### config.mk
export PLATFORM = sky130hd
export DESIGN_NAME = conbus_rr_arb
export DESIGN_NICKNAME = d
export VERILOG_FILES = /design/src/rtl/conbus_rr_arb.sv
export SDC_FILE = /design/constraint.sdc
export NUM_CORES = 1
export LEC_CHECK = 0
export CORE_MARGIN = 10
export CORE_UTILIZATION = 50
export CTS_CLUSTER_DIAMETER = 200
export DETAILED_ROUTE_END_ITERATION = 7
export GPL_ROUTABILITY_DRIVEN = 0
export PLACE_DENSITY_LB_ADDON = 0.05
export SYNTH_ARGS = -nofsm -noshare
export SYNTH_HDL_FRONTEND = slang
export SYNTH_SLANG_ARGS = --single-unit
### constraint.sdc
create_clock -name sys_clk -period 7.1 [get_ports sys_clk]
set_clock_uncertainty 0.15 [all_clocks]
set_input_delay 1.42 -clock sys_clk [delete_from_list [all_inputs] [get_ports sys_clk]]
set_output_delay 1.42 -clock sys_clk [all_outputs]
set_load 0.01 [all_outputs]
### src/rtl/conbus_rr_arb.sv
// Round-robin arbiter for the conbus shared-bus interconnect: registered one-hot grant,
// hold-while-cyc ownership, parked when idle. Optional ack watchdog under CONBUS_ARB_WDT_EN.
module conbus_rr_arb #(
    parameter int N_MASTERS  = 7,
    parameter int WDT_CYCLES = 256
) (
    input  logic                 sys_clk,
    input  logic                 sys_rst,
    input  logic [N_MASTERS-1:0] req,
    input  logic [N_MASTERS-1:0] req_mask,
    input  logic                 ack_i,
    output logic [N_MASTERS-1:0] gnt,
    output logic [2:0]           gnt_id,
    output logic                 busy
`ifdef CONBUS_ARB_WDT_EN
    ,
    output logic                 wdt_err
`endif
);

    // Requests widened to 8 bits so a 3-bit index is always a legal select.
    logic [7:0] req8;
    logic [7:0] elig8;
    logic [2:0] nxt_id;
    logic       rotate;

    function automatic logic [N_MASTERS-1:0] onehot(input logic [2:0] id);
        onehot = {{(N_MASTERS-1){1'b0}}, 1'b1} << id;
    endfunction

    assign req8   = 8'(req);
    assign elig8  = 8'(req & ~req_mask);
    assign busy   = req8[gnt_id];
    assign rotate = !busy && (elig8 != 8'd0);

    // Scan starts just after the owner and visits the owner last.
    always_comb begin
        logic       found;
        logic [2:0] idx;
        nxt_id = gnt_id;
        found  = 1'b0;
        idx    = 3'd0;
        for (int k = 1; k <= N_MASTERS; k++) begin
            idx = 3'((int'(gnt_id) + k) % N_MASTERS);
            if (!found && elig8[idx]) begin
                nxt_id = idx;
                found  = 1'b1;
            end
        end
    end

    always_ff @(posedge sys_clk or posedge sys_rst) begin
        if (sys_rst) begin
            gnt_id <= 3'd0;
            gnt    <= onehot(3'd0);
        end else if (rotate) begin
            gnt_id <= nxt_id;
            gnt    <= onehot(nxt_id);
        end
    end

`ifdef CONBUS_ARB_WDT_EN
    localparam logic [15:0] WDT_MAX = 16'(WDT_CYCLES);

    logic [15:0] wcnt;
    logic        wdt_clr;

    // A grant change always follows an idle owner, so !busy also covers it.
    assign wdt_clr = ack_i || !busy || rotate;

    always_ff @(posedge sys_clk or posedge sys_rst) begin
        if (sys_rst) begin
            wcnt    <= 16'd0;
            wdt_err <= 1'b0;
        end else if (wdt_clr) begin
            wcnt    <= 16'd0;
            wdt_err <= 1'b0;
        end else begin
            wdt_err <= (wcnt == WDT_MAX - 16'd1);
            if (wcnt != WDT_MAX)
                wcnt <= wcnt + 16'd1;
        end
    end
`else
    logic unused_ack;
    assign unused_ack = ack_i;
`endif

endmodule

==> results.yml, run 1 <==
floorplan:
  die-area_sq_um: 9772
  core_area_sq_um: 5991
  std_cell_rows: 28
  ioPinCount: 28
  initial_utilization: 0.5190
  die_y_um: 98.86
  die_w_um: 98.86
synth:
  async_flop_share: 1.000
  synth.distinct_cells: 98
  synth_nets: 417
  synth_top_area_frac: 0.1046
  synth_cells: 374
  synthTopCellsByArea: "ha_1, dfrtp_1, mux2i_1, nand2_1, xnor2_1"
  synthAdderAreaFrac: 0.1046
  syn_area_sq_um: 3109
  yosys_most_used_dff: "dfrtp_1"
  yosysTopAreaCell: "ha_1"
  yosys_warnings: 0
  synth-xor-area-share: 0.05875
  muxShareOfSynthArea: 0.1119
  synth-edff-count: 0
  synthSimpleGateAreaFrac: 0.2334
  ys_ff_latch: 10
  avgSynthCellArea_sq_um: 8.313
  synth_compound_area_frac: 0.3469
  yosysSeqAreaShare: 0.08089
  synth_top_family_by_area: "compound AO/OA/AOI/OAI gates"
timing:
  setup_viol: 0
  worstMarginPinSlew_ns: 0.8113
  fin_crit_ns: 6.143
  setup-tns-final_ns: 0
  relSlewSlack: 0.4553
  timing.final.crit_share: 0.8652
  rsz0062_at_grt: "false"
  fmax_mhz: 162.8
  hold_violations: 0
  timing_max_transition_violations_final: 0
layout:
  diodes: 0
  fillers: 579
  final_cell_mix: "nand2_1, nor2_1, ha_1, clkdlybuf4s50_1, mux2i_1"
  multi_input_area_sq_um: 2660
  final_common_cell: "nand2_1"
  finalNetCount: 440
  drive_gt1_frac: 0.1591
  regArea_sq_um: 251.5
  synthToLayoutAreaGrowth_pct: 10.18
clock_tree:
  cts_tree: "built"
  cts-root-buf: "clkbuf_8"
  cts_max_level: 1
  insertion_delay_ns: 0.23
  postCtsHoldBufs: 0
  postCtsSetupBuffers: 0
  path_clk_slew_ns: 0.05
  clock_path_buffers: 2
  cts_made_buffers: 3
  cts.repair.resized: 0
  cts.sinks: 10
drt:
  ant_nets: 0
  wl_met2_um: 4162
  drt_wl_total_um: 8806
  firstDrtPassIters: 5
  vias: 3099
  wl_met3_um: 489
  remaining_drc_errors: 0
  drt-initial-drc-count: 251
  drt-met1-wl_um: 4042
  top_layer: "met4"
  routedWlPerCell_um: 18.70
  drt-vias-per-instance: 6.580
setup_path:
  cpMaxStageDelayCell: "xnor2_1"
  criticalPathCategory: "reg -> reg"
  slowest_delay_ns: 0.68
  cp_top_family: "compound AO/OA/AOI/OAI gates"
  crit_chain: "buf_4, clkinv_1, ha_1, xnor2_1, ha_1, ha_1, a31oi_1, xnor2_1, inv_1, ha_1, a21boi_0, and4_1, or3b_2, o211a_1, o21ai_0, o2111a_1, nand3b_2, o221a_2, o32ai_1, a32o_1"
  crit_buf_inv: 3
  crit_path_max_fanout: 16
  cp-start-kind: "register"
  critPathRequiredTime_ns: 7.12
  critPathArrivalTime_ns: 6.16
  critPathCaptureType: "register"
  crit_top_cell: "ha_1"
grt:
  grt_pass1_vias: 2836
  grt_antenna_before_repair: 0
  grt_pass1_wl_um: 14490
  grt_usage: 0.1719
  grt-ovfl-total: 0
  grt_max_degree: 38
placed_design:
  numPortBuffers: 26
  dp_hpwl_um: 6888
run_status:
  status: "finished clean"
min_path:
  min_path_type: "reg -> reg"
run:
  drv_cap: 0
worst paths after layout:
path | cells after the start | startpoint | slack, ns | end
worst max-delay path | 20 | gnt_id[1] | 0.96 | gnt[5]
worst min-delay path | 2 | gnt[0] | 0.32 | gnt[0]
worst max register to register | 20 | gnt_id[1] | 0.96 | gnt[5]
worst min register to register | 2 | gnt[0] | 0.32 | gnt[0]
max in group asynchronous | 2 | sys_rst | 5.17 | gnt[0]
min in group asynchronous | 2 | sys_rst | 1.32 | gnt[3]
tightest hold or removal path: cells and delay by family (launching register included):
family           cells  cell delay (ns)
flip-flops           1             0.36
AND/OR/NAND/NOR      1             0.05
AO/OA/AOI/OAI        1             0.05
kinds of logic (layout without fill, tap and decap cells):
logic type	after synthesis	count (layout)
simple gates	132	132
buf+inv	30	52
xor+xnor	17	17
fa+ha+maj	26	26
compound gates	128	128
flops	10	10
mux	31	31
metrics by stage:
stage,util,hold slack (ns),setup WS (ns),area (sq um),instances
after floorplan,-,0.3248,1.669,3109,374
after global placement,0.5627,0.3130,1.195,3371,467
after detailed placement,0.5627,0.3193,1.058,3371,467
after CTS,0.5718,0.3242,1.043,3426,471
after global routing,0.5718,0.3425,0.5654,3426,471
final,0.5718,0.3209,0.9567,3426,471
layout make-up:
cell class / instances / share of cell area
inverter: 16 / 0.01753
sequential: 10 / 0.07341
clock buffer: 4 / 0.01607
tap: 75 / 0.02739
multi-input combinational: 334 / 0.7765
timing repair buffer: 32 / 0.08912
flip-flops by register name, indices dropped and copies added (netlist names):
| register | flops |
|---|---|
| gnt | 7 |
| gnt_id | 3 |
Yosys cell counts (all sizes together), types with 5 or more instances:
cell / instances
a211oi: 7
a21oi: 16
a31o: 5
a31oi: 9
a32o: 6
buf: 10
dfrtp: 9
ha: 26
inv: 15
mux2: 7
mux2i: 22
nand2: 33
nand2b: 8
nand3: 8
nor2: 31
nor2b: 12
nor3: 6
o211ai: 9
o21ai: 15
o31ai: 6
o41ai: 5
xnor2: 16
routing by layer:
metal,GRT usage,up-vias
met5,0,-
met2,0.2831,99
met4,0.02867,0
met1,0.2372,1484
met3,0.01746,14
li1,-,1502
Power of run 1 is left out: the tool's default activity adds up to more than one toggle a clock period on the data nets, which glitch-free logic cannot reach.
==> run 2, diff against run 1 <==
Settings changed: MAX_ROUTING_LAYER set to met4, TNS_END_PERCENT set to 5.
==> results.yml, run 2 (same netlist as run 1, synthesis figures left out) <==
setup_path:
  critPathCaptureType: "register"
  cpMaxStageDelayCell: "xnor2_1"
  cp_top_family: "compound AO/OA/AOI/OAI gates"
  cp-start-kind: "register"
  crit_buf_inv: 3
  crit_top_cell: "ha_1"
  slowest_delay_ns: 0.68
  critPathArrivalTime_ns: 6.11
  crit_chain: "buf_4, clkinv_1, ha_1, xnor2_1, ha_1, ha_1, a31oi_1, xnor2_1, inv_1, ha_1, a21boi_0, and4_1, or3b_2, o211a_1, o21ai_0, o2111a_1, nand3b_2, o221a_2, o32ai_1, a32o_1"
  critPathRequiredTime_ns: 7.12
  crit_path_max_fanout: 16
  criticalPathCategory: "reg -> reg"
drt:
  routedWlPerCell_um: 18.69
  drt-initial-drc-count: 249
  vias: 3103
  firstDrtPassIters: 5
  drt_wl_total_um: 8804
  drt-vias-per-instance: 6.588
  ant_nets: 0
  remaining_drc_errors: 0
layout:
  final_cell_mix: "nand2_1, nor2_1, ha_1, clkdlybuf4s50_1, mux2i_1"
  postLayoutCoreUtil: 0.5718
  final_common_cell: "nand2_1"
  drive_gt1_frac: 0.1591
  diodes: 0
  finalNetCount: 440
  layout_top_registers: "gnt (7), gnt_id (3)"
  largest_reg_flops: 7
  synthToLayoutAreaGrowth_pct: 10.18
  regMostFlops: "gnt"
  fillers: 579
grt:
  use_met1: 0.2368
  use_met3: 0.01746
  grt_usage: 0.1768
  grt_pass1_vias: 2833
  grt_pass1_wl_um: 14500
  grt_busiest_layer: "met2"
  met2_usage: 0.2836
  grt_max_degree: 38
  grt-ovfl-total: 0
  grt_antenna_before_repair: 0
clock_tree:
  clock_path_buffers: 2
  postCtsHoldBufs: 0
  cts-root-buf: "clkbuf_8"
  cts_max_level: 1
  cts_made_buffers: 3
  insertion_delay_ns: 0.23
  path_clk_slew_ns: 0.05
  cts_tree: "built"
  cts.sinks: 10
  cts.repair.resized: 0
  postCtsSetupBuffers: 0
floorplan:
  die_w_um: 98.86
  ioPinCount: 28
  die-area_sq_um: 9772
  std_cell_rows: 28
  initial_utilization: 0.5190
  core_area_sq_um: 5991
  die_y_um: 98.86
timing:
  rsz0062_at_grt: "false"
  fmax_mhz: 164.3
  timing_max_transition_violations_final: 0
  hold_violations: 0
  setup-tns-final_ns: 0
  worstMarginPinSlew_ns: 0.8109
  setup_viol: 0
  fin_crit_ns: 6.088
  relSlewSlack: 0.4555
  timing.final.crit_share: 0.8574
run:
  drv_cap: 0
placed_design:
  numPortBuffers: 26
  dp_hpwl_um: 6888
run_status:
  status: "finished clean"
min_path:
  min_path_type: "reg -> reg"
## run 2: path summary, 6_finish.rpt
kind,startpoint,end,slack [ns],cells past startpoint
worst max-delay path,gnt_id[1],gnt[5],1.01,20
worst min-delay path,gnt[0],gnt[0],0.32,2
worst max register to register,gnt_id[1],gnt[5],1.01,20
worst min register to register,gnt[0],gnt[0],0.32,2
max in group asynchronous,sys_rst,gnt[0],5.17,2
min in group asynchronous,sys_rst,gnt[3],1.32,2
## run 2: layout make-up
type	instances	area (sq um)	share of cell area
clock buffer	4	55.05	0.01607
inverter	16	60.06	0.01753
multi-input combinational	334	2660	0.7765
sequential	10	251.5	0.07341
tap	75	93.84	0.02739
timing repair buffer	32	305.3	0.08912
## run 2: worst reg2reg max path, stage by stage (launching register included)
cell and delay, ns:
dfrtp_1 0.32, buf_4 0.24, clkinv_1 0.13, ha_1 0.30
xnor2_1 0.68, ha_1 0.28, ha_1 0.28, a31oi_1 0.09
xnor2_1 0.19, inv_1 0.14, ha_1 0.31, a21boi_0 0.12
and4_1 0.23, or3b_2 0.48, o211a_1 0.16, o21ai_0 0.30
o2111a_1 0.31, nand3b_2 0.16, o221a_2 0.34, o32ai_1 0.54
a32o_1 0.26
## run 2: per-layer routing
layer | share of wire | wire length [um]
met5 | 0 | 0
met4 | 0.0093 | 82
met3 | 0.046 | 403
met2 | 0.48 | 4252
met1 | 0.46 | 4065
## run 2: stage by stage
| step | hold slack [ns] | std cells | cell area [sq um] | worst slack [ns] |
|---|---|---|---|---|
| after detailed placement | 0.3193 | 467 | 3371 | 1.058 |
| final | 0.3208 | 471 | 3426 | 1.012 |
| after global placement | 0.3130 | 467 | 3371 | 1.195 |
| after global routing | 0.3425 | 471 | 3426 | 0.5654 |
| after CTS | 0.3242 | 471 | 3426 | 1.043 |
| after floorplan | 0.3248 | 374 | 3109 | 1.669 |
Power of run 2 is left out for the same reason.
